--- src/rtl/if_id_fetch_queue_if.sv ---
// Fetch/decode-side bundle for the IF/ID fetch queue.
// The master side is the fetch and decode stages; the slave side is the queue.
interface if_id_fetch_queue_if #(
    parameter int DEPTH  = 4,
    parameter int DATA_W = 32
);
    localparam int CNT_W = $clog2(DEPTH + 1);

    logic              push;
    logic [DATA_W-1:0] instruction;
    logic [DATA_W-1:0] pcResult;
    logic [DATA_W-1:0] pcAdderOut;
    logic              flush;
    logic              idStall;

    logic              full;
    logic [CNT_W-1:0]  count;
    logic              outValid;
    logic [DATA_W-1:0] idInstruction;
    logic [DATA_W-1:0] idPc;
    logic [DATA_W-1:0] idPcPlus4;
    logic              overflow;

    modport master (
        output push, instruction, pcResult, pcAdderOut, flush, idStall,
        input  full, count, outValid, idInstruction, idPc, idPcPlus4, overflow
    );

    modport slave (
        input  push, instruction, pcResult, pcAdderOut, flush, idStall,
        output full, count, outValid, idInstruction, idPc, idPcPlus4, overflow
    );
endinterface

--- src/rtl/if_id_fetch_queue.sv ---
// IF/ID decoupling queue: a DEPTH-entry circular FIFO feeding a registered
// output stage for decode, with flush on redirect and sticky overflow.
module if_id_fetch_queue #(
    parameter int                DEPTH  = 4,
    parameter int                DATA_W = 32,
    parameter logic [DATA_W-1:0] NOP    = '0
) (
    input logic               clk_i,
    input logic               rst_i,
    if_id_fetch_queue_if.slave q
);
    localparam int               PTR_W    = $clog2(DEPTH);
    localparam int               CNT_W    = $clog2(DEPTH + 1);
    localparam logic [CNT_W-1:0] FULL_CNT = CNT_W'(DEPTH);

    typedef struct packed {
        logic [DATA_W-1:0] instr;
        logic [DATA_W-1:0] pc;
        logic [DATA_W-1:0] pcPlus4;
    } entry_t;

    entry_t           mem_q [DEPTH];
    logic [PTR_W-1:0] rdPtr_q, rdPtr_d;
    logic [PTR_W-1:0] wrPtr_q, wrPtr_d;
    logic [CNT_W-1:0] count_q, count_d;
    logic             outValid_q, outValid_d;
    entry_t           out_q, out_d;
    logic             overflow_q, overflow_d;

    logic             load;
    logic             empty;
    logic             full;
    logic             wrEn;
    entry_t           inEntry;

    // Count is kept alongside the pointers so full/empty never alias.
    always_comb begin
        inEntry    = '{instr: q.instruction, pc: q.pcResult, pcPlus4: q.pcAdderOut};
        full       = (count_q == FULL_CNT);
        empty      = (count_q == '0);
        load       = ~outValid_q | ~q.idStall;

        rdPtr_d    = rdPtr_q;
        wrPtr_d    = wrPtr_q;
        count_d    = count_q;
        outValid_d = outValid_q;
        out_d      = out_q;
        overflow_d = overflow_q;
        wrEn       = 1'b0;

        if (q.flush) begin
            // A push alongside a flush is wrong-path and is simply discarded.
            rdPtr_d     = '0;
            wrPtr_d     = '0;
            count_d     = '0;
            outValid_d  = 1'b0;
            out_d.instr = NOP;
        end else if (load && !empty) begin
            out_d      = mem_q[rdPtr_q];
            outValid_d = 1'b1;
            rdPtr_d    = rdPtr_q + PTR_W'(1);
            if (q.push) begin
                wrEn    = 1'b1;
                wrPtr_d = wrPtr_q + PTR_W'(1);
            end else begin
                count_d = count_q - CNT_W'(1);
            end
        end else if (load && q.push) begin
            out_d      = inEntry;
            outValid_d = 1'b1;
        end else if (load) begin
            outValid_d  = 1'b0;
            out_d.instr = NOP;
        end else if (q.push) begin
            if (!full) begin
                wrEn    = 1'b1;
                wrPtr_d = wrPtr_q + PTR_W'(1);
                count_d = count_q + CNT_W'(1);
            end else begin
                overflow_d = 1'b1;
            end
        end
    end

    always_ff @(posedge clk_i or posedge rst_i) begin
        if (rst_i) begin
            rdPtr_q    <= '0;
            wrPtr_q    <= '0;
            count_q    <= '0;
            outValid_q <= 1'b0;
            out_q      <= '{instr: NOP, pc: '0, pcPlus4: '0};
            overflow_q <= 1'b0;
        end else begin
            rdPtr_q    <= rdPtr_d;
            wrPtr_q    <= wrPtr_d;
            count_q    <= count_d;
            outValid_q <= outValid_d;
            out_q      <= out_d;
            overflow_q <= overflow_d;
        end
    end

    // Storage is deliberately left out of reset; only pointers and count matter.
    always_ff @(posedge clk_i) begin
        if (wrEn) begin
            mem_q[wrPtr_q] <= inEntry;
        end
    end

    assign q.full          = full;
    assign q.count         = count_q;
    assign q.outValid      = outValid_q;
    assign q.idInstruction = out_q.instr;
    assign q.idPc          = out_q.pc;
    assign q.idPcPlus4     = out_q.pcPlus4;
    assign q.overflow      = overflow_q;
endmodule

--- src/flat_wrapper.sv ---
// flat-port wrapper written by rule: the top's interface ports become plain ports
module if_id_fetch_queue_flat 
#(
    parameter int                DEPTH  = 4,
    parameter int                DATA_W = 32,
    parameter logic [DATA_W-1:0] NOP    = '0
)
  (clk_i, rst_i, q_push, q_instruction, q_pcResult, q_pcAdderOut, q_flush, q_idStall, q_full, q_count, q_outValid, q_idInstruction, q_idPc, q_idPcPlus4, q_overflow);
  if_id_fetch_queue_if #(.DEPTH(DEPTH), .DATA_W(DATA_W)) q_i ();
  input logic clk_i;
  input logic rst_i;
  input wire logic [$bits(q_i.push)-1:0] q_push;
  input wire logic [$bits(q_i.instruction)-1:0] q_instruction;
  input wire logic [$bits(q_i.pcResult)-1:0] q_pcResult;
  input wire logic [$bits(q_i.pcAdderOut)-1:0] q_pcAdderOut;
  input wire logic [$bits(q_i.flush)-1:0] q_flush;
  input wire logic [$bits(q_i.idStall)-1:0] q_idStall;
  output wire logic [$bits(q_i.full)-1:0] q_full;
  output wire logic [$bits(q_i.count)-1:0] q_count;
  output wire logic [$bits(q_i.outValid)-1:0] q_outValid;
  output wire logic [$bits(q_i.idInstruction)-1:0] q_idInstruction;
  output wire logic [$bits(q_i.idPc)-1:0] q_idPc;
  output wire logic [$bits(q_i.idPcPlus4)-1:0] q_idPcPlus4;
  output wire logic [$bits(q_i.overflow)-1:0] q_overflow;
  assign q_i.push = q_push;
  assign q_i.instruction = q_instruction;
  assign q_i.pcResult = q_pcResult;
  assign q_i.pcAdderOut = q_pcAdderOut;
  assign q_i.flush = q_flush;
  assign q_i.idStall = q_idStall;
  assign q_full = q_i.full;
  assign q_count = q_i.count;
  assign q_outValid = q_i.outValid;
  assign q_idInstruction = q_i.idInstruction;
  assign q_idPc = q_i.idPc;
  assign q_idPcPlus4 = q_i.idPcPlus4;
  assign q_overflow = q_i.overflow;
  if_id_fetch_queue #(.DEPTH(DEPTH), .DATA_W(DATA_W), .NOP(NOP)) u_core (.clk_i(clk_i), .rst_i(rst_i), .q(q_i));
endmodule
--- config.mk ---
export PLATFORM = sky130hd
export DESIGN_NAME = if_id_fetch_queue_flat
export DESIGN_NICKNAME = d
export VERILOG_FILES = /design/src/rtl/if_id_fetch_queue_if.sv /design/src/rtl/if_id_fetch_queue.sv /design/src/flat_wrapper.sv
export SDC_FILE = /design/constraint.sdc
export NUM_CORES = 1
export LEC_CHECK = 0
export CORE_MARGIN = 4
export CORE_UTILIZATION = 41
export CTS_CLUSTER_SIZE = 40
export DETAILED_ROUTE_END_ITERATION = 8
export GPL_ROUTABILITY_DRIVEN = 0
export SLEW_MARGIN = 20
export SYNTH_ARGS = -nofsm -noshare
export SYNTH_HDL_FRONTEND = slang
export SYNTH_SLANG_ARGS = --single-unit
--- constraint.sdc ---
create_clock -name clk_i -period 5 [get_ports clk_i]
set_input_delay 1.5 -clock clk_i [delete_from_list [all_inputs] [get_ports clk_i]]
set_output_delay 1.5 -clock clk_i [all_outputs]
set_load 0.01 [all_outputs]
* Yosys cells after proc, flatten, opt, wreduce, memory -nomap -nowiden
Memories as Yosys holds them, arrays and structs flattened.
Cells that the tools add are included.
** Cells by class
- Add/sub/neg operators :: 4
- Equal/unequal tests :: 6
- Reductions and logical operators :: 13
- Mux-type cells :: 34
- Bitwise operators :: 7
** Operator list (number)
- $mux 32 :: 3
- $mux 96 :: 1
- $mux 64 :: 1
- $mux 3 :: 7
- $mux 2 :: 9
- $mux 1 :: 13
- $reduce_and 5->1 :: 2
- $ne 3x3->1 const B :: 3
- $reduce_bool 4->1 :: 2
- $ne 3x2->1 const B :: 2
- $not 1->1 :: 6
- $reduce_and 6->1 :: 1
- $add 2x1->2 const B :: 2
- $reduce_bool 2->1 :: 2
- $add 3x1->3 const B :: 1
- $eq 3x3->1 const B :: 1
- $logic_not 3->1 :: 1
- $reduce_bool 3->1 :: 1
- $sub 3x1->3 const B :: 1
- $logic_and 1x1->1 :: 2
- $reduce_and 2->1 :: 1
- $logic_not 1->1 :: 1
- $or 1x1->1 :: 1
** Storage, ports and cells
- Memory bits (writable) :: 384
- Word-level logic and storage cells :: 73
- Flip-flop bits (word level) :: 105
- Memories :: 1
** Memory list
- u_core.mem_q :: words 4, width 96, read ports 1, clocked after Yosys merged registers in 0, wr ports 1, line if_id_fetch_queue.sv:22 : entry_t mem_q [DEPTH];

* Depth between registers and ports, before layout
Gate-level depths: netlist (run 1).
- Depth in word-level cells :: 9
- Depth in mapped cells :: 9
- Mapped depth without buffers :: 6

* Worst setup path before layout (run 1)
Ideal clock, no wire load.
- Kind :: input to register
- From :: in q_push
- To :: mem u_core.mem_q[1][0] (netlist name), enable pin
- Cell stages on the path :: 3
- Setup slack :: 238 ps
- Path buffers :: 1
- Arrival time :: 4296 ps
- Path through :: clkbuf_1 -> nor2b_1 -> and3_1
** Between the ends
- Word-level cells in the longest chain between the ends :: 7
- Elaborated cells between the ends (all ways) :: 9
- Those cells by class :: mux (8); reduce/logical (1)
** RTL lines
- start, declared :: line flat_wrapper.sv:12 : input wire logic [$bits(q_i.push)-1:0] q_push;
- $mux 1 :: line if_id_fetch_queue.sv:74 : end else if (q.push) begin
- $mux 1 :: line if_id_fetch_queue.sv:71 : end else if (load) begin
- $mux 1 :: line if_id_fetch_queue.sv:68 : end else if (load && q.push) begin
- $mux 1 * :: line if_id_fetch_queue.sv:58 : end else if (load && !empty) begin
- $mux 1 * :: line if_id_fetch_queue.sv:51 : if (q.flush) begin
- $mux 1 * :: line if_id_fetch_queue.sv:105 : if (wrEn) begin
- $mux 1 (implied by the code) * :: line if_id_fetch_queue.sv:106 : mem_q[wrPtr_q] <= inEntry;
- end, declared :: line if_id_fetch_queue.sv:22
Every way passes the cells marked *; elsewhere a longest branch is shown, timed or not.

* Worst setup path after layout (run 1)
- From :: reg u_core.count_q[2], in the netlist u_core.q.count[2]
- To :: out q_full
** Between the ends
- Word-level cells in the longest chain between the ends :: 1
** RTL lines
- start, declared :: line if_id_fetch_queue.sv:25 : logic [CNT_W-1:0] count_q, count_d;
- start signal, assigned :: line if_id_fetch_queue.sv:96 : count_q <= count_d;
- $eq 3x3->1 :: line if_id_fetch_queue.sv:39 : full = (count_q == FULL_CNT);
- end, declared :: line flat_wrapper.sv:18 : output wire logic [$bits(q_i.full)-1:0] q_full;
No other way between the ends.

==> qor.yml, run 1 <==
logic_synthesis:
  yosysSeqAreaShare_pct: 73.42
  synth_most_common_cell: "edfxtp_1"
  synthFlopType: "edfxtp_1"
  avgSynthCellArea_um2: 16.99
  synth_top_area_share_pct: 59.79
  yosys_register_bits: 489
  netlist_area_um2: 19280
  async_reset_ff_share_pct: 21.47
  synthesis.nets: 1241
  synth_area_leaders: "edfxtp_1 60%, dfrtp_1 14%, mux4_2 11%"
  ys_warn_count: 0
  synth_edf_count: 384
  synth_area_leader_cell: "edfxtp_1"
  ys_top_cells_by_count: "384 x edfxtp_1, 105 x dfrtp_1, 100 x a21oi_1"
  ys_types: 40
  synth_cells: 1135
worst_setup_path:
  cp_num_cells: 2
  cp_num_buf_inv: 1
  critPathArrivalTime_ns: 2.65
  cp_data_required_time_ns: 3.50
  slowest_delay_ns: 0.75
  r2r_cells: 5
  crit_type: "reg -> out"
  cp_slowest_cell: "nor3b_1"
  endpoint_kind: "output port"
  cp-start-kind: "register"
  cp_cell_sequence: "nor3b_1 -> clkdlybuf4s50_1"
  critPathTopFamily: "simple AND/OR/NAND/NOR gates"
  crit_fanout: 13
timing:
  slew_violations: 0
  worstMarginPinSlew_ns: 1.110
  worst_clock_skew_ns: 0.01630
  rsz0062_at_grt: "no"
  max_slew_margin_pct: 26.02
  finalSetupViolCount: 0
  fin_ws_ns: 0.8516
  timing.fmax_mhz: 241.1
  post-route-period-util_pct: 82.97
  period_minus_slack_ns: 4.148
  setup_tns_ns: 0
  finalHoldViolations: 0
floorplan:
  num_rows: 79
  io_pins: 203
  dieArea_um2: 50570
  coreArea_um2: 46560
  die_h_um: 224.9
  die_w_um: 224.9
  initial_core_util_pct: 41.42
run:
  cap_violations: 0
finish:
  ff_latch_area_um2: 14170
  syn_to_final_growth_pct: 22.73
  fin_util_pct: 50.84
  multi_input_area_um2: 4677
  final_cells: 1969
  nets: 1425
  drive_above_1_share_pct: 16.24
  fillers: 3819
grt:
  grt.overflow.total: 0
  grt_antenna_before_repair: 3
  grt_usage_pct: 18.80
  grt_pass1_wl_um: 72860
  grt_max_degree: 97
  grt_pass1_vias: 11700
cts:
  clock-sinks: 489
  ctsResizeCount: 0
  cts_root_buffer: "clkbuf_16"
  clk_path_buf_depth: 3
  post_cts_buffers: 0
  cts_hold_buf: 0
  clk_pin_slew_ns: 0.06
  cts_buffers: 51
  clock_latency_ns: 0.58
  cts_tree: "built"
  htree_levels: 2
pwr:
  power.density_nw_per_um2: 547.5
  leakage_nw: 7.716
  total_power_mw: 12.96
  peakVddDrop_uv: 371.6
placement:
  io_buffer_count: 202
  dp.cells: 1872
  hpwl_um: 26420
  dpl_worst_slack_ns: 0.9275
run_status:
  status: "finished clean"
drt:
  ant_nets: 0
  drtPass1Iterations: 5
  via_per_inst: 5.643
  drc: 0
  wirelength_um: 47320
  avgRoutedWirePerCell_um: 24.03
  vias: 11110
  drt_iter0_drc: 749
hold_path:
  hold_path.class: "reg -> reg"
  whs_path_depth: 2
layout make-up:
type / instances / share of cell area (%)
Antenna cell: 1 / 0.01057
Clock buffer: 69 / 5.979
Clock inverter: 26 / 1.374
Inverter: 6 / 0.1057
Multi-Input combinational cell: 545 / 19.76
Sequential cell: 489 / 59.85
Tap cell: 607 / 3.209
Timing Repair Buffer: 226 / 9.706
routing by layer:
metal / vias up / wire [um] / GRT usage, %
met5: - / 27 / 0
met1: 5810 / 20570 / 26.70
met2: 358 / 23200 / 30.72
met4: 4 / 624 / 3.913
met3: 43 / 2905 / 3.707
li1: 4897 / - / -
worst register-to-register path: stages (launching register included):
cell and delay (ns):
dfrtp_1 0.62, or3_4 0.70, nand2_1 0.16, fa_1 0.45
or3_1 0.38, a31oi_1 0.19
layout by cell type, fill, tap and decap left out, types with 5 or more instances in the layout:
cell type,n
a21oi_1,99
a31oi_1,66
buf_12,7
buf_4,16
bufinv_16,7
clkbuf_1,12
clkbuf_16,52
clkbuf_8,5
clkdlybuf4s50_1,202
clkinv_2,12
dfrtp_1,103
edfxtp_1,384
inv_1,5
mux4_2,96
nand2_1,34
nand3_1,69
nor2_1,40
o21ai_0,65
o31ai_1,32
power by group:
group	switching [mW]	internal [mW]	total, mW
logic	1.98	1.62	3.60
clock network	1.52	2.35	3.87
registers	0.468	5.02	5.49
final timing paths:
| path | from | end | slack (ns) |
|---|---|---|---|
| setup reg to reg | u_core.q.count[2] | u_core.q.count[2] | 2.40 |
| hold reg to reg | u_core.q.idInstruction[18] | u_core.q.idInstruction[18] | 0.47 |
| max in group asynchronous | rst_i | u_core.q.idInstruction[14] | 2.72 |
| hold / removal | u_core.q.idInstruction[18] | u_core.q.idInstruction[18] | 0.47 |
| setup / recovery | u_core.q.count[2] | q_full | 0.85 |
| min in group asynchronous | rst_i | u_core.q.idPc[6] | 1.45 |
sequential cells by signal (all words and copies together), names as in the netlist:
name	flops
u_core.q.idPcPlus4	32
u_core.rdPtr_q	2
u_core.q.idInstruction	32
u_core.q.idPc	32
u_core.q.count	3
u_core.q.outValid	1
u_core.wrPtr_q	2
u_core.mem_q	384
u_core.q.overflow	1
stage by stage:
stage                     hold slack, ns  area, um^2
final                             0.4746       23670
after global routing              0.4949       23670
after CTS                         0.4804       23650
after detailed placement          0.4673       21910
after global placement            0.4667       21910
after floorplan                   0.5117       19280
cell families (layout without fill, tap and decap cells):
family	count (synthesis)	after routing	share of synthesized area, %
AOI/OAI and AO/OA	272	272	8.065
adders and majority gates	5	5	0.3633
DFF	489	489	73.42
and+or+nand+nor	169	169	4.172
buffers and inverters	101	327	2.595
muxes	99	99	11.39
other	0	1	0
Power figures use the tool's default switching activity.
==> run 2, diff against run 1 <==
- clock period: 5 -> 3.3 ns (I/O delays scaled with it)
==> qor.yml, run 2 (synthesis results as in run 1) <==
pwr:
  leakage_nw: 7.761
  seq_power_share_pct: 42.6
  intPower_mw: 13.30
  total_power_mw: 19.31
  pwr-share-clk_pct: 28.1
  power.density_nw_per_um2: 811.2
  power.share.switching_pct: 31.11
  combPwrFrac_pct: 29.3
  netSwitchingPower_mw: 6.009
  peakVddDrop_uv: 506.1
finish:
  antenna_cells: 0
  syn_to_final_growth_pct: 23.46
  layout_commonest_cell: "edfxtp_1"
  largest_register: "u_core.mem_q"
  largest_reg_flops: 384
  layout_common_cells: "384 x edfxtp_1, 202 x clkdlybuf4s50_1, 102 x dfrtp_1, 99 x a21oi_1, 96 x mux4_2"
  fin_util_pct: 51.14
  nets: 1442
  drive_above_1_share_pct: 16.63
drt:
  via_per_inst: 5.683
  drtPass1Iterations: 5
  drc: 0
  avgRoutedWirePerCell_um: 24.19
  wirelength_um: 47990
  vias: 11280
  drt_iter0_drc: 898
  ant_nets: 0
run_status:
  status: "finished clean"
placement:
  dpl_worst_slack_ns: 0.3261
  hpwl_um: 26800
  io_buffer_count: 202
timing:
  slew_violations: 0
  whs_ns: 0.4710
  setup_tns_ns: 0
  rsz0062_at_grt: "no"
  max_slew_margin_pct: 47.73
  worstMarginPinSlew_ns: 0.7841
  post-route-period-util_pct: 92.44
  worst_clock_skew_ns: 0.02594
  timing.fmax_mhz: 327.8
  fin_ws_ns: 0.2494
  finalSetupViolCount: 0
  finalHoldViolations: 0
  period_minus_slack_ns: 3.051
floorplan:
  io_pins: 203
  die_w_um: 224.9
  coreArea_um2: 46560
  initial_core_util_pct: 41.42
  dieArea_um2: 50570
  num_rows: 79
  die_h_um: 224.9
grt:
  grt_max_degree: 72
  grt_antenna_before_repair: 1
  grt_usage_pct: 18.98
  grt_pass1_wl_um: 73000
  grt_pass1_vias: 11560
  grt.overflow.total: 0
cts:
  clock_latency_ns: 0.59
  cts_tree: "built"
  cts_root_buffer: "clkbuf_16"
  clk_path_buf_depth: 3
  htree_levels: 2
  post_cts_buffers: 0
  clk_pin_slew_ns: 0.06
  cts_buffers: 51
  clock-sinks: 489
worst_setup_path:
  slowest_delay_ns: 0.54
  endpoint_kind: "output port"
  cp-start-kind: "register"
  crit_fanout: 9
  cp_data_required_time_ns: 2.31
  critPathArrivalTime_ns: 2.06
  cp_slowest_cell: "clkdlybuf4s50_1"
  cp_cell_sequence: "nor3b_1 -> buf_4 -> clkdlybuf4s50_1"
  r2r_slack_ns: 0.92
  crit_type: "reg -> out"
  r2r_cells: 4
hold_path:
  hold_path.class: "reg -> reg"
  whs_path_depth: 1
run:
  cap_violations: 0
-- run 2: changes by cell type in the layout (fill, tap and decap cells not counted), moves of 3 or more --
cell       delta
clkinv_1      +4
clkbuf_1      +5
bufinv_16     -5
buf_12       +15
buf_4         +3
clkinv_2      -3
-- run 2: per-layer routing --
metal  GRT usage [%]  part of all wire, %  vias to the layer above
met3           3.211                  6.0                       64
met4           5.336                  2.2                        2
met2           30.64                   49                      381
met5               0                0.027                        -
met1           27.04                   43                     5901
li1                -                    -                     4927
-- run 2: layout make-up --
| cell class | count | area [um^2] |
|---|---|---|
| fillers | 3843 | 22750 |
| flip-flops and latches | 489 | 14170 |
| multi-input cells | 545 | 4677 |
| repair buffers | 243 | 2605 |
| clock buffers | 74 | 1423 |
| well taps | 607 | 759.5 |
| clock inverters | 20 | 151.4 |
| inverters | 6 | 26.28 |
-- run 2: worst paths after layout --
path | start | end
min in group asynchronous | rst_i | u_core.q.idPcPlus4[30]
setup / recovery | u_core.q.count[0] | q_full
setup reg to reg | u_core.q.count[1] | u_core.q.count[1]
max in group asynchronous | rst_i | u_core.q.idInstruction[30]
hold reg to reg | u_core.q.overflow | u_core.q.overflow
hold / removal | u_core.q.overflow | u_core.q.overflow
-- run 2: power groups by stage --
stage | registers, mW | clock network, mW | logic [mW]
final | 8.23 | 5.42 | 5.66
after global routing | 8.33 | 5.83 | 6.13
after CTS | 8.25 | 5.57 | 5.73
after detailed placement | 8.35 | 0 | 5.72
after global placement | 8.33 | 0 | 5.67
after floorplan | 8.35 | 0 | 2.98
-- run 2: timing repair --
item                       4_1_cts  5_1_grt
hold buffers                     0        0
resized for setup                0        1
hold endpoints to repair         0        0
setup endpoints to repair        0        1
-- run 2: per-stage QoR --
stage	cells	instance area, um^2
global route	1984	23810
CTS	1984	23810
finish	1984	23810
floorplan	1135	19290
detailed placement	1890	22230
global placement	1890	22230
-- run 2: worst max-delay path: cells and delay by family, from the launching register on --
kind                   cells  cell delay, ns
buffers and inverters      2            0.73
flip-flops                 1            0.50
AND/OR/NAND/NOR            1            0.25
